--- config.mk ---
export PLATFORM = sky130hd
export DESIGN_NAME = linegen
export DESIGN_NICKNAME = d
export VERILOG_FILES = /design/src/rtl/linegen.sv
export SDC_FILE = /design/constraint.sdc
export NUM_CORES = 1
export LEC_CHECK = 0
export CORE_MARGIN = 5
export CORE_UTILIZATION = 39
export DETAILED_ROUTE_END_ITERATION = 8
export GPL_TIMING_DRIVEN = 0
export HOLD_SLACK_MARGIN = 0.02
export PLACE_DENSITY = 0.6
export SKIP_CTS_REPAIR_TIMING = 1
export SKIP_LAST_GASP = 1
export SYNTH_ARGS = -nofsm -noshare
export SYNTH_HDL_FRONTEND = slang
export SYNTH_SLANG_ARGS = --single-unit
--- constraint.sdc ---
create_clock -name i_clk -period 7.8 [get_ports i_clk]
set_clock_uncertainty 0.2 [all_clocks]
set_input_delay 1.17 -clock i_clk [delete_from_list [all_inputs] [get_ports i_clk]]
set_output_delay 1.17 -clock i_clk [all_outputs]
set_load 0.05 [all_outputs]
--- src/rtl/linegen.sv ---
// UART line generator: emits CR LF terminated lines of a rolling printable pattern through txuart.
// Defining LINEGEN_CHECK_EN adds rxuart and an echo checker that compares received bytes to the same pattern.
module linegen #(
  parameter int CLOCKS_PER_BAUD = 868,
  parameter int LINE_LEN        = 16
) (
  input  logic        i_clk,
  input  logic        i_reset_n,
  input  logic        i_start,
  input  logic [7:0]  i_nlines,
  input  logic        i_uart_rx,
  output logic        o_uart_tx,
  output logic        o_busy,
  output logic [15:0] o_lines_sent,
  output logic [15:0] o_rx_ok,
  output logic [7:0]  o_rx_err
);
  typedef enum logic [1:0] {S_IDLE, S_DATA, S_CR, S_LF} state_t;

  localparam logic [6:0] CHAR_LAST = 7'(LINE_LEN - 1);
  localparam logic [7:0] PAT_FIRST = 8'h21;

  function automatic logic [7:0] pat_next(input logic [7:0] p);
    return (p == 8'h7E) ? PAT_FIRST : p + 8'd1;
  endfunction

  state_t     state;
  logic [7:0] nlines;
  logic [7:0] pat;
  logic [6:0] char_cnt;
  logic [7:0] tx_data;
  logic       tx_stb;
  logic       tx_busy;
  logic       tx_acc;

  assign tx_stb = (state != S_IDLE);
  assign tx_acc = tx_stb && !tx_busy;
  assign o_busy = tx_stb;

  always_comb begin
    tx_data = pat;
    case (state)
      S_CR:    tx_data = 8'h0D;
      S_LF:    tx_data = 8'h0A;
      default: tx_data = pat;
    endcase
  end

  always_ff @(posedge i_clk) begin
    if (!i_reset_n) begin
      state        <= S_IDLE;
      nlines       <= 8'h00;
      pat          <= PAT_FIRST;
      char_cnt     <= 7'd0;
      o_lines_sent <= 16'd0;
    end else begin
      case (state)
        S_IDLE: if (i_start) begin
          nlines       <= i_nlines;
          o_lines_sent <= 16'd0;
          pat          <= PAT_FIRST;
          char_cnt     <= 7'd0;
          state        <= S_DATA;
        end
        S_DATA: if (tx_acc) begin
          pat <= pat_next(pat);
          if (char_cnt == CHAR_LAST) begin
            char_cnt <= 7'd0;
            state    <= S_CR;
          end else begin
            char_cnt <= char_cnt + 7'd1;
          end
        end
        S_CR: if (tx_acc) state <= S_LF;
        S_LF: if (tx_acc) begin
          o_lines_sent <= o_lines_sent + 16'd1;
          // nlines of zero never matches, so the run continues until reset
          if (nlines != 8'h00 && (o_lines_sent + 16'd1) == {8'h00, nlines})
            state <= S_IDLE;
          else
            state <= S_DATA;
        end
        default: state <= S_IDLE;
      endcase
    end
  end

  txuart #(.CLOCKS_PER_BAUD(CLOCKS_PER_BAUD)) u_tx (
    .i_clk     (i_clk),
    .i_wr      (tx_stb),
    .i_data    (tx_data),
    .o_uart_tx (o_uart_tx),
    .o_busy    (tx_busy)
  );

`ifdef LINEGEN_CHECK_EN
  localparam logic [6:0] POS_CR = 7'(LINE_LEN);
  localparam logic [6:0] POS_LF = 7'(LINE_LEN + 1);

  logic       rx_stb;
  logic [7:0] rx_data;
  logic [7:0] exp_pat;
  logic [6:0] exp_pos;
  logic [7:0] exp_byte;
  logic       start_acc;

  assign start_acc = (state == S_IDLE) && i_start;

  always_comb begin
    exp_byte = exp_pat;
    if (exp_pos == POS_CR)      exp_byte = 8'h0D;
    else if (exp_pos == POS_LF) exp_byte = 8'h0A;
  end

  rxuart #(.CLOCKS_PER_BAUD(CLOCKS_PER_BAUD)) u_rx (
    .i_clk     (i_clk),
    .i_reset_n (i_reset_n),
    .i_uart_rx (i_uart_rx),
    .o_wr      (rx_stb),
    .o_data    (rx_data)
  );

  // The expected sequence advances on every received byte, good or bad
  always_ff @(posedge i_clk) begin
    if (!i_reset_n || start_acc) begin
      exp_pat  <= PAT_FIRST;
      exp_pos  <= 7'd0;
      o_rx_ok  <= 16'd0;
      o_rx_err <= 8'd0;
    end else if (rx_stb) begin
      if (rx_data == exp_byte) begin
        if (o_rx_ok != 16'hFFFF) o_rx_ok <= o_rx_ok + 16'd1;
      end else begin
        if (o_rx_err != 8'hFF) o_rx_err <= o_rx_err + 8'd1;
      end
      if (exp_pos < POS_CR) exp_pat <= pat_next(exp_pat);
      exp_pos <= (exp_pos == POS_LF) ? 7'd0 : exp_pos + 7'd1;
    end
  end
`else
  logic unused_rx;
  assign unused_rx = i_uart_rx;
  assign o_rx_ok   = 16'd0;
  assign o_rx_err  = 8'd0;
`endif
endmodule

// 8N1 transmitter without reset; the line is stored inverted so an all-zero
// power-up state is idle with the line high.
module txuart #(
  parameter int CLOCKS_PER_BAUD = 868
) (
  input  logic       i_clk,
  input  logic       i_wr,
  input  logic [7:0] i_data,
  output logic       o_uart_tx,
  output logic       o_busy
);
  localparam int CW = $clog2(CLOCKS_PER_BAUD);
  localparam logic [CW-1:0] BAUD_LAST = CW'(CLOCKS_PER_BAUD - 1);

  logic [CW-1:0] baud_cnt;
  logic [3:0]    bits_left;
  logic [8:0]    sh;
  logic          line_n;

  assign o_uart_tx = ~line_n;
  assign o_busy    = (bits_left != 4'd0);

  // bits_left counts start, 8 data and stop periods still to finish
  always_ff @(posedge i_clk) begin
    if (bits_left == 4'd0) begin
      if (i_wr) begin
        line_n    <= 1'b1;
        sh        <= {1'b1, i_data};
        bits_left <= 4'd10;
        baud_cnt  <= BAUD_LAST;
      end
    end else if (baud_cnt != '0) begin
      baud_cnt <= baud_cnt - CW'(1);
    end else begin
      bits_left <= bits_left - 4'd1;
      baud_cnt  <= BAUD_LAST;
      line_n    <= (bits_left == 4'd1) ? 1'b0 : ~sh[0];
      sh        <= sh >> 1;
    end
  end
endmodule

// 8N1 receiver sampling mid-bit; o_wr pulses one cycle per byte with a valid stop bit.
module rxuart #(
  parameter int CLOCKS_PER_BAUD = 868
) (
  input  logic       i_clk,
  input  logic       i_reset_n,
  input  logic       i_uart_rx,
  output logic       o_wr,
  output logic [7:0] o_data
);
  localparam int CW = $clog2(CLOCKS_PER_BAUD);
  localparam logic [CW-1:0] BAUD_LAST = CW'(CLOCKS_PER_BAUD - 1);
  localparam logic [CW-1:0] BAUD_HALF = CW'(CLOCKS_PER_BAUD / 2 - 1);

  logic [1:0]    sync_n;
  logic          rx_low;
  logic          busy;
  logic [3:0]    bit_idx;
  logic [CW-1:0] cnt;

  assign rx_low = sync_n[1];

  always_ff @(posedge i_clk) begin
    sync_n <= {sync_n[0], ~i_uart_rx};
    if (busy && cnt == '0 && bit_idx >= 4'd1 && bit_idx <= 4'd8)
      o_data <= {~rx_low, o_data[7:1]};
  end

  always_ff @(posedge i_clk) begin
    if (!i_reset_n) begin
      busy    <= 1'b0;
      o_wr    <= 1'b0;
      bit_idx <= 4'd0;
      cnt     <= '0;
    end else begin
      o_wr <= 1'b0;
      if (!busy) begin
        if (rx_low) begin
          busy    <= 1'b1;
          bit_idx <= 4'd0;
          cnt     <= BAUD_HALF;
        end
      end else if (cnt != '0) begin
        cnt <= cnt - CW'(1);
      end else begin
        cnt     <= BAUD_LAST;
        bit_idx <= bit_idx + 4'd1;
        // a start bit that is gone by mid-bit was a glitch
        if (bit_idx == 4'd0) begin
          if (!rx_low) busy <= 1'b0;
        end else if (bit_idx == 4'd9) begin
          busy <= 1'b0;
          o_wr <= !rx_low;
        end
      end
    end
  end
endmodule

# --- Yosys cells after proc, flatten, opt, wreduce, memory -nomap -nowiden ---
# Cells that the tools add are included.
word_totals:
  ff_bits: 65
  out_inout_bits: 42
op_classes:
  bitwise: 2
  eq_ne: 14
  n_reduce_logical: 16
  n_addsub: 5
  mux: 32
op_table:
  columns: ["cell", "n"]
  rows:
  - ["$mux 16", 2]
  - ["$pmux 16 s2", 1]
  - ["$pmux 8 s2", 2]
  - ["$mux 10", 3]
  - ["$mux 9", 3]
  - ["$mux 8", 3]
  - ["$mux 7", 3]
  - ["$add 16x1->16 const B", 1]
  - ["$eq 16x8->1", 1]
  - ["$pmux 7 s2", 1]
  - ["$mux 4", 3]
  - ["$ne 2x2->1 const B", 6]
  - ["$mux 2", 5]
  - ["$reduce_bool 10->1", 1]
  - ["$sub 10x1->10 const B", 1]
  - ["$add 8x1->8 const B", 1]
  - ["$eq 8x7->1 const B", 1]
  - ["$pmux 2 s4", 1]
  - ["$reduce_bool 8->1", 1]
  - ["$add 7x1->7 const B", 1]
  - ["$eq 7x4->1 const B", 1]
  - ["$reduce_and 3->1", 2]
  - ["$reduce_bool 2->1", 3]
  - ["$mux 1", 5]
  - ["13 further kinds", 17]

# --- Longest topological paths before layout ---
depth:
  ltp_word: 6
  mapped_depth: 10

# --- Cells and area by module ---
# From an unflattened synthesis, not the netlist that was laid out.
unflattened:
  cells_unflattened: 440
  area_unflattened_um2: 3833.7
modules_own_cells:
  columns: ["mod", "cells_per_inst", "area_each_um2", "seq_area_each_um2", "instances"]
  rows:
  - ["linegen", 325, 2622.5, 820.8, 1]
  - ["txuart", 115, 1211.2, 720.7, 1]

# --- Worst setup path before layout ---
# No wires, ideal clock.
synth_path:
  kind: "register -> register"
  startpoint: "register u_tx.baud_cnt[6]"
  endpoint: "register u_tx.bits_left[0], enable pin"
  period_less_slack_ns: 2.848
  t_required_ns: 7.211
  setup_slack_ns: 4.952
  arrival_ns: 2.259
  path_stages_with_launch: 5
  path_cell_list: "edfxtp_1 or4_1 or3_1 o21a_1 a21oi_1"
synth_via:
  elab_chain_cells: 3
synth_lines:
  columns: ["item", "line", "text"]
  rows:
  - ["start, declared", "162", "logic [CW-1:0] baud_cnt;"]
  - ["start signal, assigned", "180", "baud_cnt <= baud_cnt - CW'(1);"]
  - ["$reduce_bool 10->1", "179", "end else if (baud_cnt != '0) begin"]
  - ["$ne 2x1->1 (no source line)", null, null]
  - ["$reduce_and 2->1 (no source line)", null, null]
  - ["end signal, assigned", "182", "bits_left <= bits_left - 4'd1;"]
  - ["end, declared", "163", "logic [3:0] bits_left;"]
# No other way between the ends.
# A chain may end at the register's enable or synchronous reset.

# --- Worst setup path after layout ---
layout_path:
  startpoint: "register state[0]"
  endpoint: "output port o_busy"
layout_via:
  elab_chain_cells: 1
layout_lines:
  columns: ["item", "line", "text"]
  rows:
  - ["start, declared", "27", "state_t state;"]
  - ["start signal, assigned", "51", "state <= S_IDLE;"]
  - ["start signal, assigned", "63", "state <= S_DATA;"]
  - ["start signal, assigned", "69", "state <= S_CR;"]
  - ["$reduce_bool 2->1", "36", "assign tx_stb = (state != S_IDLE);"]
  - ["end, declared", "13", "output logic o_busy,"]
# No other way between the ends.

==> metrics.csv <==
stage,metric,value,unit
timing,"Hold Vio Cnt, Final",0,
synthesis,syn avg cell area,8.83,µm²
critical_path,CP Class,register to output port,
critical_path,FF-to-FF path depth,4,
power_and_ir_drop,Worst VDD drop,0.000105,V
routing,drt initial violations,102,
routing,WL met3,377,µm
critical_path,cell mode on critical path,inv_1,
routing,post-route ant nets,0,
grt,first-pass GRT wire length,14600,µm
routing,Metal-1 WL,4320,µm
timing,final setup fails,0,
min_path,hold path start,nlines[4]$_SDFFE_PN0P_,
grt,antenna violations before repair,0,
cts,Sink Count,65,
timing,Final Max Slew Viols,0,
power_and_ir_drop,clock power share,0.267,
critical_path,max incr delay on CP,0.82,ns
timing,minimum clock period,3.71,ns
critical_path,peak fanout along the critical path,10,
final_layout,diode count,0,
synthesis,Syn. warnings,0,
critical_path,CP required,6.43,ns
min_path,hold path cells,2,
timing,slew margin rel.,0.480,
critical_path,start of the worst register-to-register path,u_tx.baud_cnt[6]$_SDFFCE_PP1P_,
final_layout,area grow syn2layout,19.1,%
synthesis,ys flop type,dfxtp_1,
timing,Max Freq,269,MHz
outcome,status,"finished, final reports clean",
cts,clock-pin slew of the registers on the worst-case setup and hold paths,0.08,ns
placement,GPL Wtd Cong,0.881,
timing,Worst Tran Pin Value,0.781,ns
power_and_ir_drop,P_sw,0.000398,W
power_and_ir_drop,Combinational Power Share,0.310,
critical_path,Worst R2R Setup Slack,4.93,ns
floorplan,Initial Utilization,0.396,
power_and_ir_drop,Reg power frac,0.423,
final_layout,"most common cell after layout, fill and taps aside",nand2_1,
cts,clock root buffer master,clkbuf_8,
routing,metal2 WL,4020,µm
power_and_ir_drop,Switching Share,0.369,
cts,TritonCTS clock tree,built,
grt,vias in the first global route,3015,
routing,drt pass-1 iters,4,
cts,Max clock buf depth,2,
timing,RSZ-0062 raised after global routing,no,
routing,vias per inst,5.04,
routing,number of vias after detailed routing,3198,
floorplan,Die W,109,µm
synthesis,Mapped Area,3830,µm²
critical_path,crit-path cells,"inv_1, ha_1, buf_2, inv_1, clkdlybuf4s50_1",
routing,final WL,8850,µm
min_path,worst hold-check path type,register to register,
routing,per-cell routed wire length,14.0,µm
final_layout,most frequent cells in the layout,"54 x nand2_1, 41 x nor2_1, 41 x dfxtp_1",
grt,pin count of the biggest net entering global routing,15,
cts,clk_lat worst skew,0.35,ns
synthesis,top cell type's share of synthesized area,0.214,
placement,Final HPWL DP,6330,µm
power_and_ir_drop,PD cells,236,nW/µm²
placement,# port buffers,28,
floorplan,die height,109,µm
critical_path,CP Data Arrival Time,2.34,ns
synthesis,asr flop ratio synth,0,
critical_path,Setup crit start kind,register,
final_layout,share of layout cells above drive strength 1,0.120,
power_and_ir_drop,Leak,1.71,nW
grt,Total GRT Usage,0.156,
routing,drt drc,0,
synthesis,"top cells by area, synth","dfxtp_1 21%, edfxtp_1 19%, nand2_1 5.3%",
min_path,hold path endpoint,nlines[4]$_SDFFE_PN0P_,
synthesis,Yosys top cell by area,dfxtp_1,
floorplan,row count,36,
routing,Top Metal Used,met4,
critical_path,Worst R2R End,u_tx.bits_left[3]$_SDFFCE_PP1P_,
synthesis,number of synthesized flops with an enable pin,24,
critical_path,critical path's slowest cell,clkdlybuf4s50_1,
synthesis,fraction of the yosys area taken by sequential cells,0.402,
cts,htree depth,3,
synthesis,Synth Register Bits,65,
timing,setup TNS,0,ns
power_and_ir_drop,Pint,0.000681,W
timing,worst hold slack,0.287,ns
synthesis,Yosys cell types,61,
flow_run,Max-cap violations,0,
floorplan,Die ar.,11900,µm²
floorplan,I/O pin count,54,
floorplan,Core Area,9680,µm²
timing,crit share post-route,0.476,
synthesis,Syn Inst Count,434,
final_layout,fin nets,520,
cts,total CTS buffers,9,
critical_path,CP Capture Type,output port,
grt,GRT overflow,0,
[final cells by class]
type                       count  area, µm²
multi-input combinational    332       2020
fill                         938       5120
timing repair buffer          28        280
tap                          133        166
clock buffer                   9        124
buffer                        45        304
clock inverter                 7       70.1
inverter                      15       56.3
sequential                    65       1540
[worst max path at each step]
stage | startpoint | to | cells past startpoint
4_1_cts | state[0]$_SDFFE_PN0P_ | o_busy | 5
3_5_place_dp | state[0]$_SDFFE_PN0P_ | o_busy | 5
6_report | state[0]$_SDFFE_PN0P_ | o_busy | 5
5_1_grt | state[0]$_SDFFE_PN0P_ | o_busy | 5
3_3_place_gp | state[0]$_SDFFE_PN0P_ | o_busy | 5
2_1_floorplan | u_tx.baud_cnt[6]$_SDFFCE_PP1P_ | u_tx.bits_left[0]$_SDFFCE_PP0P_ | 4
[sequential cells by signal (all words and copies together) (netlist names)]
signal / count
pat: 8
u_tx.baud_cnt: 10
char_cnt: 7
u_tx.line_n: 1
state: 2
nlines: 8
u_tx.bits_left: 4
o_lines_sent: 16
u_tx.sh: 9
[metal layers]
metal,track usage,vias up
li1,-,1632
met4,0.0568,0
met3,0.0314,12
met2,0.245,67
met5,0,-
met1,0.213,1487
[stage by stage]
stage / power (W) / setup WS (ns) / util / cell area, µm² / instances
floorplan: 0.000715 / 4.95 / - / 3920 / 457
global placement: 0.000792 / 4.46 / 0.451 / 4370 / 618
detailed placement: 0.000797 / 4.46 / 0.451 / 4370 / 618
CTS: 0.00109 / 4.06 / 0.471 / 4560 / 634
global route: 0.00114 / 3.96 / 0.471 / 4560 / 634
finish: 0.00108 / 4.09 / 0.471 / 4560 / 634
[worst max-delay path: cells and delay by family (launching register included)]
family     cells  cell delay, ns
flops          1            0.45
buf+inv        4            1.29
fa+ha+maj      1            0.26
[synth_stat cells (3+ instances only)]
cell	number
nand2_1	54
dfxtp_1	41
nor2_1	41
a21oi_1	28
buf_4	25
edfxtp_1	24
o21ai_0	22
xnor2_1	17
inv_1	14
xor2_1	14
nand4_1	13
ha_1	12
nand3_1	11
clkbuf_1	9
a31oi_1	8
nor3_1	8
or3_1	8
and3_1	6
or4_1	6
buf_2	5
a211oi_1	4
buf_6	4
nor3b_1	4
nor4_1	4
a2111oi_0	3
a41oi_1	3
mux2i_1	3
nand2b_1	3
o21a_1	3
[logic make-up (layout without fill, tap and decap cells)]
logic type / Yosys count / count (layout) / synth area share
muxes: 4 / 4 / 0.0118
and+or+nand+nor: 177 / 177 / 0.245
other: 1 / 24 / 0.000978
AOI/OAI and AO/OA: 84 / 84 / 0.136
adders and majority gates: 12 / 12 / 0.0392
xor gates and xnor gates: 31 / 31 / 0.0708
DFF: 65 / 65 / 0.402
buffers and inverters: 60 / 104 / 0.0940
[power by group through the flow]
stage	Sequential (W)	Clock [W]	Combinational (W)
2_1_floorplan	0.000448	0	0.000267
6_report	0.000456	0.000288	0.000335
4_1_cts	0.000456	0.000293	0.000336
3_5_place_dp	0.000464	0	0.000333
5_1_grt	0.000463	0.000307	0.000372
3_3_place_gp	0.000461	0	0.000331
Note: power is estimated with default switching activity, not from simulation.
